$ cat src/rtl/dmem_arbiter_if.sv
// Request/response bundle for one data-memory requester (CPU or DMA).
// master = requester side, slave = arbiter side.
interface dmem_arbiter_if #(
    parameter int WIDTH = 32
);
    logic             req;
    logic             we;
    logic [2:0]       mode;
    logic [WIDTH-1:0] addr;
    logic [WIDTH-1:0] wdata;
    logic             gnt;
    logic             rvalid;
    logic [WIDTH-1:0] rdata;

    modport master (
        output req, we, mode, addr, wdata,
        input  gnt, rvalid, rdata
    );

    modport slave (
        input  req, we, mode, addr, wdata,
        output gnt, rvalid, rdata
    );
endinterface

$ cat src/rtl/dmem_arbiter.sv
// dmem_arbiter: CPU/DMA arbiter for the shared single-port data memory.
// Define DMEM_ARB_LOCK_EN to add cpu_lock/dma_lock for atomic back-to-back grants.
module dmem_arbiter #(
    parameter int WIDTH    = 32,
    parameter int MAX_WAIT = 8,
    parameter int CNT_W    = 4
) (
    input  logic             clk,
    input  logic             rst,
    dmem_arbiter_if.slave    cpu,
    dmem_arbiter_if.slave    dma,
`ifdef DMEM_ARB_LOCK_EN
    input  logic             cpu_lock,
    input  logic             dma_lock,
`endif
    output logic [WIDTH-1:0] mem_A,
    output logic [WIDTH-1:0] mem_WD,
    output logic             mem_WE,
    output logic [2:0]       mem_modeAddr,
    input  logic [WIDTH-1:0] mem_RD
);

    typedef enum logic [1:0] {
        IDLE = 2'd0,
        CPU  = 2'd1,
        DMA  = 2'd2
    } state_t;

    state_t           state;
    logic [CNT_W-1:0] wait_cnt;
    logic             ld_q;
    logic             gnt_c;
    logic             gnt_d;
    logic             starve;
    logic             lock_c;
    logic             lock_d;

    assign starve = (wait_cnt == CNT_W'(MAX_WAIT));

`ifdef DMEM_ARB_LOCK_EN
    assign lock_c = (state == CPU) & cpu_lock & cpu.req;
    assign lock_d = (state == DMA) & dma_lock & dma.req;
`else
    assign lock_c = 1'b0;
    assign lock_d = 1'b0;
`endif

    always_comb begin
        gnt_c = 1'b0;
        gnt_d = 1'b0;
        if (!rst) begin
            if (lock_c)
                gnt_c = 1'b1;
            else if (lock_d)
                gnt_d = 1'b1;
            else if (dma.req && (!cpu.req || starve))
                gnt_d = 1'b1;
            else
                gnt_c = cpu.req;
        end
    end

    assign cpu.gnt = gnt_c;
    assign dma.gnt = gnt_d;

    // Idle cycles leave the CPU fields on the bus with WE low.
    always_comb begin
        unique case (1'b1)
            gnt_d: begin
                mem_A        = dma.addr;
                mem_WD       = dma.wdata;
                mem_modeAddr = dma.mode;
                mem_WE       = dma.we;
            end
            default: begin
                mem_A        = cpu.addr;
                mem_WD       = cpu.wdata;
                mem_modeAddr = cpu.mode;
                mem_WE       = gnt_c & cpu.we;
            end
        endcase
    end

    always_ff @(posedge clk) begin
        if (rst) begin
            state     <= IDLE;
            wait_cnt  <= '0;
            ld_q      <= 1'b0;
            cpu.rdata <= '0;
            dma.rdata <= '0;
        end else begin
            unique case (1'b1)
                gnt_c:   state <= CPU;
                gnt_d:   state <= DMA;
                default: state <= IDLE;
            endcase
            ld_q <= (gnt_c & ~cpu.we) | (gnt_d & ~dma.we);
            if (gnt_c & ~cpu.we)
                cpu.rdata <= mem_RD;
            if (gnt_d & ~dma.we)
                dma.rdata <= mem_RD;
            if (!dma.req || gnt_d)
                wait_cnt <= '0;
            else if (!starve)
                wait_cnt <= wait_cnt + CNT_W'(1);
        end
    end

    // state names last cycle's owner, so rvalid is a pure flop decode.
    assign cpu.rvalid = ld_q & (state == CPU);
    assign dma.rvalid = ld_q & (state == DMA);

endmodule

$ cat src/flat_wrapper.sv
// flat-port wrapper written by rule: the top's interface ports become plain ports
module dmem_arbiter_flat 
#(
    parameter int WIDTH    = 32,
    parameter int MAX_WAIT = 8,
    parameter int CNT_W    = 4
)
  (clk, rst, mem_A, mem_WD, mem_WE, mem_modeAddr, mem_RD, cpu_req, cpu_we, cpu_mode, cpu_addr, cpu_wdata, cpu_gnt, cpu_rvalid, cpu_rdata, dma_req, dma_we, dma_mode, dma_addr, dma_wdata, dma_gnt, dma_rvalid, dma_rdata);
  dmem_arbiter_if #(.WIDTH(WIDTH)) cpu_i ();
  dmem_arbiter_if #(.WIDTH(WIDTH)) dma_i ();
  input  logic clk;
  input  logic rst;
  output logic [WIDTH-1:0] mem_A;
  output logic [WIDTH-1:0] mem_WD;
  output logic mem_WE;
  output logic [2:0] mem_modeAddr;
  input  logic [WIDTH-1:0] mem_RD;
  input wire logic [$bits(cpu_i.req)-1:0] cpu_req;
  input wire logic [$bits(cpu_i.we)-1:0] cpu_we;
  input wire logic [$bits(cpu_i.mode)-1:0] cpu_mode;
  input wire logic [$bits(cpu_i.addr)-1:0] cpu_addr;
  input wire logic [$bits(cpu_i.wdata)-1:0] cpu_wdata;
  output wire logic [$bits(cpu_i.gnt)-1:0] cpu_gnt;
  output wire logic [$bits(cpu_i.rvalid)-1:0] cpu_rvalid;
  output wire logic [$bits(cpu_i.rdata)-1:0] cpu_rdata;
  input wire logic [$bits(dma_i.req)-1:0] dma_req;
  input wire logic [$bits(dma_i.we)-1:0] dma_we;
  input wire logic [$bits(dma_i.mode)-1:0] dma_mode;
  input wire logic [$bits(dma_i.addr)-1:0] dma_addr;
  input wire logic [$bits(dma_i.wdata)-1:0] dma_wdata;
  output wire logic [$bits(dma_i.gnt)-1:0] dma_gnt;
  output wire logic [$bits(dma_i.rvalid)-1:0] dma_rvalid;
  output wire logic [$bits(dma_i.rdata)-1:0] dma_rdata;
  assign cpu_i.req = cpu_req;
  assign cpu_i.we = cpu_we;
  assign cpu_i.mode = cpu_mode;
  assign cpu_i.addr = cpu_addr;
  assign cpu_i.wdata = cpu_wdata;
  assign cpu_gnt = cpu_i.gnt;
  assign cpu_rvalid = cpu_i.rvalid;
  assign cpu_rdata = cpu_i.rdata;
  assign dma_i.req = dma_req;
  assign dma_i.we = dma_we;
  assign dma_i.mode = dma_mode;
  assign dma_i.addr = dma_addr;
  assign dma_i.wdata = dma_wdata;
  assign dma_gnt = dma_i.gnt;
  assign dma_rvalid = dma_i.rvalid;
  assign dma_rdata = dma_i.rdata;
  dmem_arbiter #(.WIDTH(WIDTH), .MAX_WAIT(MAX_WAIT), .CNT_W(CNT_W)) u_core (.clk(clk), .rst(rst), .cpu(cpu_i), .dma(dma_i), .mem_A(mem_A), .mem_WD(mem_WD), .mem_WE(mem_WE), .mem_modeAddr(mem_modeAddr), .mem_RD(mem_RD));
endmodule
$ cat config.mk
export PLATFORM = sky130hd
export DESIGN_NAME = dmem_arbiter_flat
export DESIGN_NICKNAME = d
export VERILOG_FILES = /design/src/rtl/dmem_arbiter_if.sv /design/src/rtl/dmem_arbiter.sv /design/src/flat_wrapper.sv
export SDC_FILE = /design/constraint.sdc
export NUM_CORES = 1
export LEC_CHECK = 0
export BUFFER_PORTS_ARGS = -buffer_cell sky130_fd_sc_hd__buf_4
export CAP_MARGIN = 5
export CORE_AREA = 2 2 119 121
export DETAILED_ROUTE_END_ITERATION = 10
export DIE_AREA = 0 0 121 123
export GPL_TIMING_DRIVEN = 0
export PLACE_DENSITY = 0.63
export SLEW_MARGIN = 20
export SYNTH_ARGS = -nofsm -noshare
export SYNTH_HDL_FRONTEND = slang
export SYNTH_SLANG_ARGS = --single-unit
$ cat constraint.sdc
create_clock -name clk -period 1.95 [get_ports clk]
set_clock_uncertainty 0.15 [all_clocks]
set_input_delay 0.0975 -clock clk [delete_from_list [all_inputs] [get_ports clk]]
set_output_delay 0.0975 -clock clk [all_outputs]
set_load 0.1 [all_outputs]
==> results of run 1 <==
[area by class of cell]
class | count | area, um2
multi-input cells | 221 | 2361
fillers | 1045 | 4915
flip-flops and latches | 71 | 1424
inverters | 9 | 33.78
repair buffers | 380 | 4068
well taps | 180 | 225.2
clock inverters | 5 | 83.83
clock buffers | 10 | 229.0
plain buffers | 25 | 272.8
[worst max-delay path by stage]
stage / start / to / slack, ns / cells after the start
floorplan: u_core.wait_cnt[0] / mem_WE / -0.33 / 5
global placement: u_core.wait_cnt[1] / mem_WD[15] / -0.37 / 8
detailed placement: u_core.wait_cnt[1] / mem_WD[15] / -0.40 / 8
CTS: u_core.wait_cnt[0] / mem_A[18] / -0.33 / 9
global route: u_core.wait_cnt[0] / mem_A[19] / -0.39 / 9
finish: u_core.wait_cnt[0] / mem_WD[3] / -0.31 / 9
[sequential cells by signal (all words and copies together) (netlist names)]
| signal | count |
|---|---|
| u_core.wait_cnt | 4 |
| u_core.state | 2 |
| u_core.dma.rdata | 32 |
| u_core.ld_q | 1 |
| u_core.cpu.rdata | 32 |
[routing by layer]
layer  track usage [%]  vias to the layer above
li1                  -                     1965
met1             32.69                     2076
met2             45.68                      198
met3             6.550                       35
met4             6.759                        0
met5                 0                        -
[power by group]
group          internal, mW  total, mW  switching (mW)  leakage, nW
sequential             1.52       1.55          0.0352        0.580
clock                  1.11       1.72           0.608        0.145
combinational          1.05       2.71            1.65         3.61
[what timing repair did]
action / in CTS / in global routing
setup endpoints to repair: 95 / 120
hold buffers: 37 / 0
cloned: 5 / 6
buffers inserted: 17 / 11
endpoints found under the hold margin: 68 / 0
resized for setup: 288 / 46
pin swaps: 4 / 2
[cells in the mapped netlist]
master     n
o311ai_0   4
a22o_1     1
ha_1       2
inv_1      8
nor3b_2    1
buf_6      4
nand3_1    1
nor3_1     2
mux2i_1    4
buf_2      9
clkbuf_1  11
nand2b_1   1
nor2b_1   28
xor2_1     1
nand4b_1   1
nand3b_4   1
dfxtp_1   71
nand2_1    7
nor2_1     5
mux2_4    25
o21ai_0    4
xnor2_1    1
and3b_1    1
a211o_1    1
a21oi_2    1
mux2_2    70
a21oi_1    1
a31o_2    28
clkinv_1   1
and4b_1    1
and3_1    28
buf_4      2
nand4_1    1
[logic make-up after synthesis]
logic type                 count (synthesis)  share of synthesized area (%)
muxes                                     99                          32.87
and+or+nand+nor                           78                          13.19
DFF                                       71                          38.81
AOI/OAI and AO/OA                         40                          9.054
buffers and inverters                     35                          4.919
xor gates and xnor gates                   2                         0.4784
adders and majority gates                  2                         0.6832
[critical path: cells and delay by family, from the launching register on]
family	cells	cell delay, ns
adder cells (fa/ha/maj)	1	0.15
AO/OA/AOI/OAI	1	0.16
multiplexers	1	0.31
flip-flops	1	0.32
buffers and inverters	5	0.66
AND/OR/NAND/NOR	1	0.09
==> qor.txt, run 1 <==
Startpoint Class: register
Num Clock Sinks: 71
Cell Area, Synth: 3662 um2
Worst-Margin Slew: 0.6024 ns
global-route wire length before repair: 28,500 um
Starting Density: 26.91%
via count: 4,274
Placer Congestion: 0.9910
leakage power: 4.337 nW
Post-Syn Nets: 501
RSZ-0062 raised after global routing: yes
vias in the first global route: 4,437
Inst Count DP: 814
Yosys top cell area share: 38.81%
dpl hpwl: 15,060 um
slowest stage delay, CP: 0.32 ns
Reg2Reg Setup Slack: -0.14 ns
hold_ws: 0.1039 ns
top post-synthesis cells by area: dfxtp_1, mux2_2, mux2_4
Period minus WS final: 2.263 ns
Area Overhead vs Synth: 137.5%
worst skew pair latency: 0.32 ns
Hold Crit Endpoint: u_core.state[0]
WL met2: 10,180 um
CP Class: register to output pin
initial antenna violation count: 0
starting DRC count in detailed routing: 167
Root Driver: clkbuf_16
Tot GR Track Use: 26.35%
Die W: 121 um
failing checks: negative setup slack
reg-to-reg critical path startpoint: u_core.wait_cnt[0]
Die ar.: 14,880 um2
Bufs on Longest Clock Path: 2
hold path depth: 3
pwr dens: 687.5 nW/um2
Distinct cells, synth: 33
wire per inst: 22.86 um
ANT cells: 0
Setup WS post-layout: -0.3127 ns
final hold violation count: 0
Area after DPL: 6302 um2
Final Power: 5.979 mW
crit-path max FO: 5
total CTS buffers: 9
IO Pins: 308
CP Capture Type: output pin
R2R depth: 9
commonest non-fill, non-tap cell in the layout: buf_4
met3 wire length: 1419 um
VDD IR max: 513.0 uV
Mean Syn Cell Area: 11.20 um2
Setup TNS: -22.14 ns
R2R Path End: u_core.dma.rdata[14]
H-tree depth: 3
FP Rows: 43
worst hold path startpoint: cpu_req
final worst path period share: 116.0%
CTS clk-pin slew, worst paths: 0.05 ns
Routed Antenna Nets: 0
Core Area: 13,610 um2
highest-delay cell along the critical path: dfxtp_2
synth warn: 0
Die H: 123 um
number of remaining DRC errors: 0
Final Cell Area: 8697 um2
CTS tree: done
max-slew violations: 0
Max-cap violations: 0
slew margin rel.: 59.84%
critical path required time: 1.70 ns
Post-Syn Instances: 327
Seq cells post-synth: 71
PortBufs: 307
Met1 Wirelength: 8412 um
worst path cell trace: inv_2 > ha_4 > nand3b_4 > a21oi_4 > buf_6 > buf_8 > clkbuf_16 > mux2_4 > buf_12
detail-routed via count per cell: 4.744
final wirelength: 20,600 um
layout cells sized above 1: 70.60%
max frequency: 442.0 MHz
DR pass1 iterations: 4
Finished Core Util: 63.89%
Non-Filler Instances: 901
fin nets: 891
Setup-failing EPs final: 99
register area share after synthesis: 38.81%
GR Overflow Total: 0
Hold/Removal Path Class: input pin to register
Max Used Layer: met4
Post-Place Setup Slack: -0.3975 ns
largest net degree at the start of global routing: 13
most frequent cells in the layout: buf_4, mux2_4, buf_12
Worst Path Arrival: 2.02 ns
largest area contributor in the netlist: dfxtp_1
status: finished, violations left
(Power assumes the default switching activity.)
==> run 2: changes to the inputs <==
--- a/config.mk
+++ b/config.mk
@@ -7,2 +7,3 @@
 export LEC_CHECK = 0
+export ABC_CLOCK_PERIOD_IN_PS = 1950
 export BUFFER_PORTS_ARGS = -buffer_cell sky130_fd_sc_hd__buf_4
==> constraint.sdc (replaced) <==
create_clock -name clk -period 1.95 [get_ports clk]
set_clock_uncertainty 0.15 [all_clocks]
set_input_delay 0.585 -clock clk [delete_from_list [all_inputs] [get_ports clk]]
set_output_delay 0.585 -clock clk [all_outputs]
set_load 0.1 [all_outputs]
==> qor.txt, run 2 (synthesis results as in run 1) <==
ANT cells: 0 (unchanged)
Starting Density: 26.91% (unchanged)
final hold violation count: 0 (unchanged)
R2R Path End: u_core.dma.rdata[17]
global-route wire length before repair: 24,120 um (-15%)
max frequency: 364.3 MHz (-18%)
Die ar.: 14,880 um2 (unchanged)
Worst-Margin Slew: 0.4980 ns (-0.1043 ns)
dpl hpwl: 12,420 um (-18%)
Worst Path Arrival: 2.01 ns (about the same)
Root Driver: clkbuf_16
Area Overhead vs Synth: 117.2%
max-slew violations: 0 (unchanged)
total CTS buffers: 9 (unchanged)
Hold/Removal Path Class: register to register
CP Capture Type: output pin
slew margin rel.: 66.80% (+7.0 points)
vias in the first global route: 4,215 (-5.0%)
CP top delay family: buffers and inverters
most frequent cells in the layout: buf_4, mux2_4, buf_12
H-tree depth: 3 (unchanged)
largest net degree at the start of global routing: 13 (unchanged)
IO Pins: 308 (unchanged)
Crit path buffers/inverters: 5 (unchanged)
Die W: 121 um (unchanged)
layout cells sized above 1: 73.80% (+3.2 points)
CTS tree: done
Tot GR Track Use: 21.42% (-4.9 points)
Max-cap violations: 0 (unchanged)
fin nets: 834 (-6.4%)
via count: 3,906 (-8.6%)
initial antenna violation count: 0 (unchanged)
Bufs on Longest Clock Path: 2 (unchanged)
met3 wire length: 1554 um (+9.5%)
reg-to-reg critical path startpoint: u_core.wait_cnt[1]
VDD IR max: 548.6 uV (+6.9%)
leakage power: 3.998 nW (-7.8%)
final worst path period share: 140.8% (+25 points)
hold-fix buffers at CTS: 0 (-100%)
GR Overflow Total: 0 (unchanged)
worst skew pair latency: 0.33 ns (about the same)
slowest stage delay, CP: 0.34 ns (+0.02 ns)
number of remaining DRC errors: 0 (unchanged)
fillers: 1,122 (+7.4%)
CTS clk-pin slew, worst paths: 0.06 ns (about the same)
DR pass1 iterations: 4 (unchanged)
RSZ-0062 raised after global routing: yes
CP Class: register to output pin
failing checks: negative setup slack
Setup-failing EPs final: 70 (-29%)
WL met2: 8296 um (-19%)
top flop regs: u_core.cpu.rdata (32), u_core.dma.rdata (32), u_core.wait_cnt (4)
PortBufs: 307 (unchanged)
R2R depth: 8 (-1)
Met1 Wirelength: 6350 um (-25%)
Die H: 123 um (unchanged)
Final Power: 5.602 mW (-6.3%)
final wirelength: 16,630 um (-19%)
pwr dens: 704.3 nW/um2 (+2.4%)
Max Used Layer: met4
crit-path max FO: 10 (+5)
Routed Antenna Nets: 0 (unchanged)
Placer Congestion: 0.8774 (-11%)
worst path cell trace: inv_2 > ha_4 > nand3b_4 > a21oi_4 > buf_12 > buf_8 > buf_12 > mux2_4 > buf_12
commonest non-fill, non-tap cell in the layout: buf_4
Reg2Reg Setup Slack: 0.06 ns (+0.20 ns)
Period minus WS final: 2.745 ns (+0.4822 ns)
detail-routed via count per cell: 4.628 (-2.4%)
starting DRC count in detailed routing: 147 (-12%)
highest-delay cell along the critical path: mux2_4
Core Area: 13,610 um2 (unchanged)
Finished Core Util: 58.43% (-5.5 points)
hold path depth: 2 (-1)
worst hold path startpoint: u_core.dma.rdata[0]
Setup WS post-layout: -0.7949 ns (-0.4822 ns)
critical path required time: 1.21 ns (-0.49 ns)
Startpoint Class: register
CP dominant cell by count: buf_12
Hold Crit Endpoint: u_core.dma.rdata[0]
FP Rows: 43 (unchanged)
wire per inst: 19.71 um (-14%)
Num Clock Sinks: 71 (unchanged)
status: finished, violations left
[run 2: worst max-delay path by stage]
stage | cells after the start | slack (ns) | startpoint | end
global placement | 7 | -0.94 | rst | mem_WD[15]
finish | 9 | -0.79 | u_core.wait_cnt[1] | mem_A[24]
detailed placement | 7 | -0.96 | rst | mem_WD[23]
CTS | 9 | -0.81 | u_core.wait_cnt[1] | mem_A[24]
global route | 9 | -0.87 | u_core.wait_cnt[1] | mem_A[24]
floorplan | 3 | -0.87 | dma_req | mem_WE
[run 2: report_power, final]
| group | total, mW | internal (mW) | switching [mW] |
|---|---|---|---|
| Clock | 1.50 | 0.887 | 0.613 |
| Sequential | 1.55 | 1.52 | 0.0341 |
| Combinational | 2.55 | 0.967 | 1.59 |
| Total | 5.60 | 3.37 | 2.23 |
[run 2: tightest hold or removal path: stages (launching register included)]
cell and delay [ns]:
dfxtp_1 0.31, nand2_1 0.05, mux2i_1 0.05
[run 2: area by class of cell]
type / count / area, um2 / share of cell area, %
clock inverters: 5 / 35.03 / 0.4405
repair buffers: 323 / 3382 / 42.52
inverters: 9 / 33.78 / 0.4247
well taps: 180 / 225.2 / 2.832
plain buffers: 25 / 251.5 / 3.162
flip-flops and latches: 71 / 1424 / 17.90
clock buffers: 10 / 239.0 / 3.005
multi-input cells: 221 / 2364 / 29.72
[run 2: repair_timing]
item | in CTS | in global routing
endpoints found under the setup margin | 97 | 126
setup buffers | 9 | 5
gates cloned | 1 | 1
pin swaps | 4 | 1
resized for setup | 229 | 4
[run 2: through the flow]
stage          cells  hold slack, ns  TNS [ns]  instance area (um2)  worst slack [ns]
2_1_floorplan    327          0.2564    -30.90                 4011           -0.8731
3_3_place_gp     814          0.2666    -64.21                 6541           -0.9441
3_5_place_dp     814          0.2842    -65.79                 6541           -0.9587
4_1_cts          838          0.3166    -53.20                 7875           -0.8132
5_1_grt          844          0.3276    -57.90                 7954           -0.8660
6_report         844          0.3130    -52.76                 7954           -0.7949
[run 2: layer usage]
metal | track usage, % | vias up
met5 | 0 | -
met4 | 7.849 | 0
met3 | 7.795 | 28
met2 | 36.90 | 186
met1 | 24.33 | 1847
li1 | - | 1845
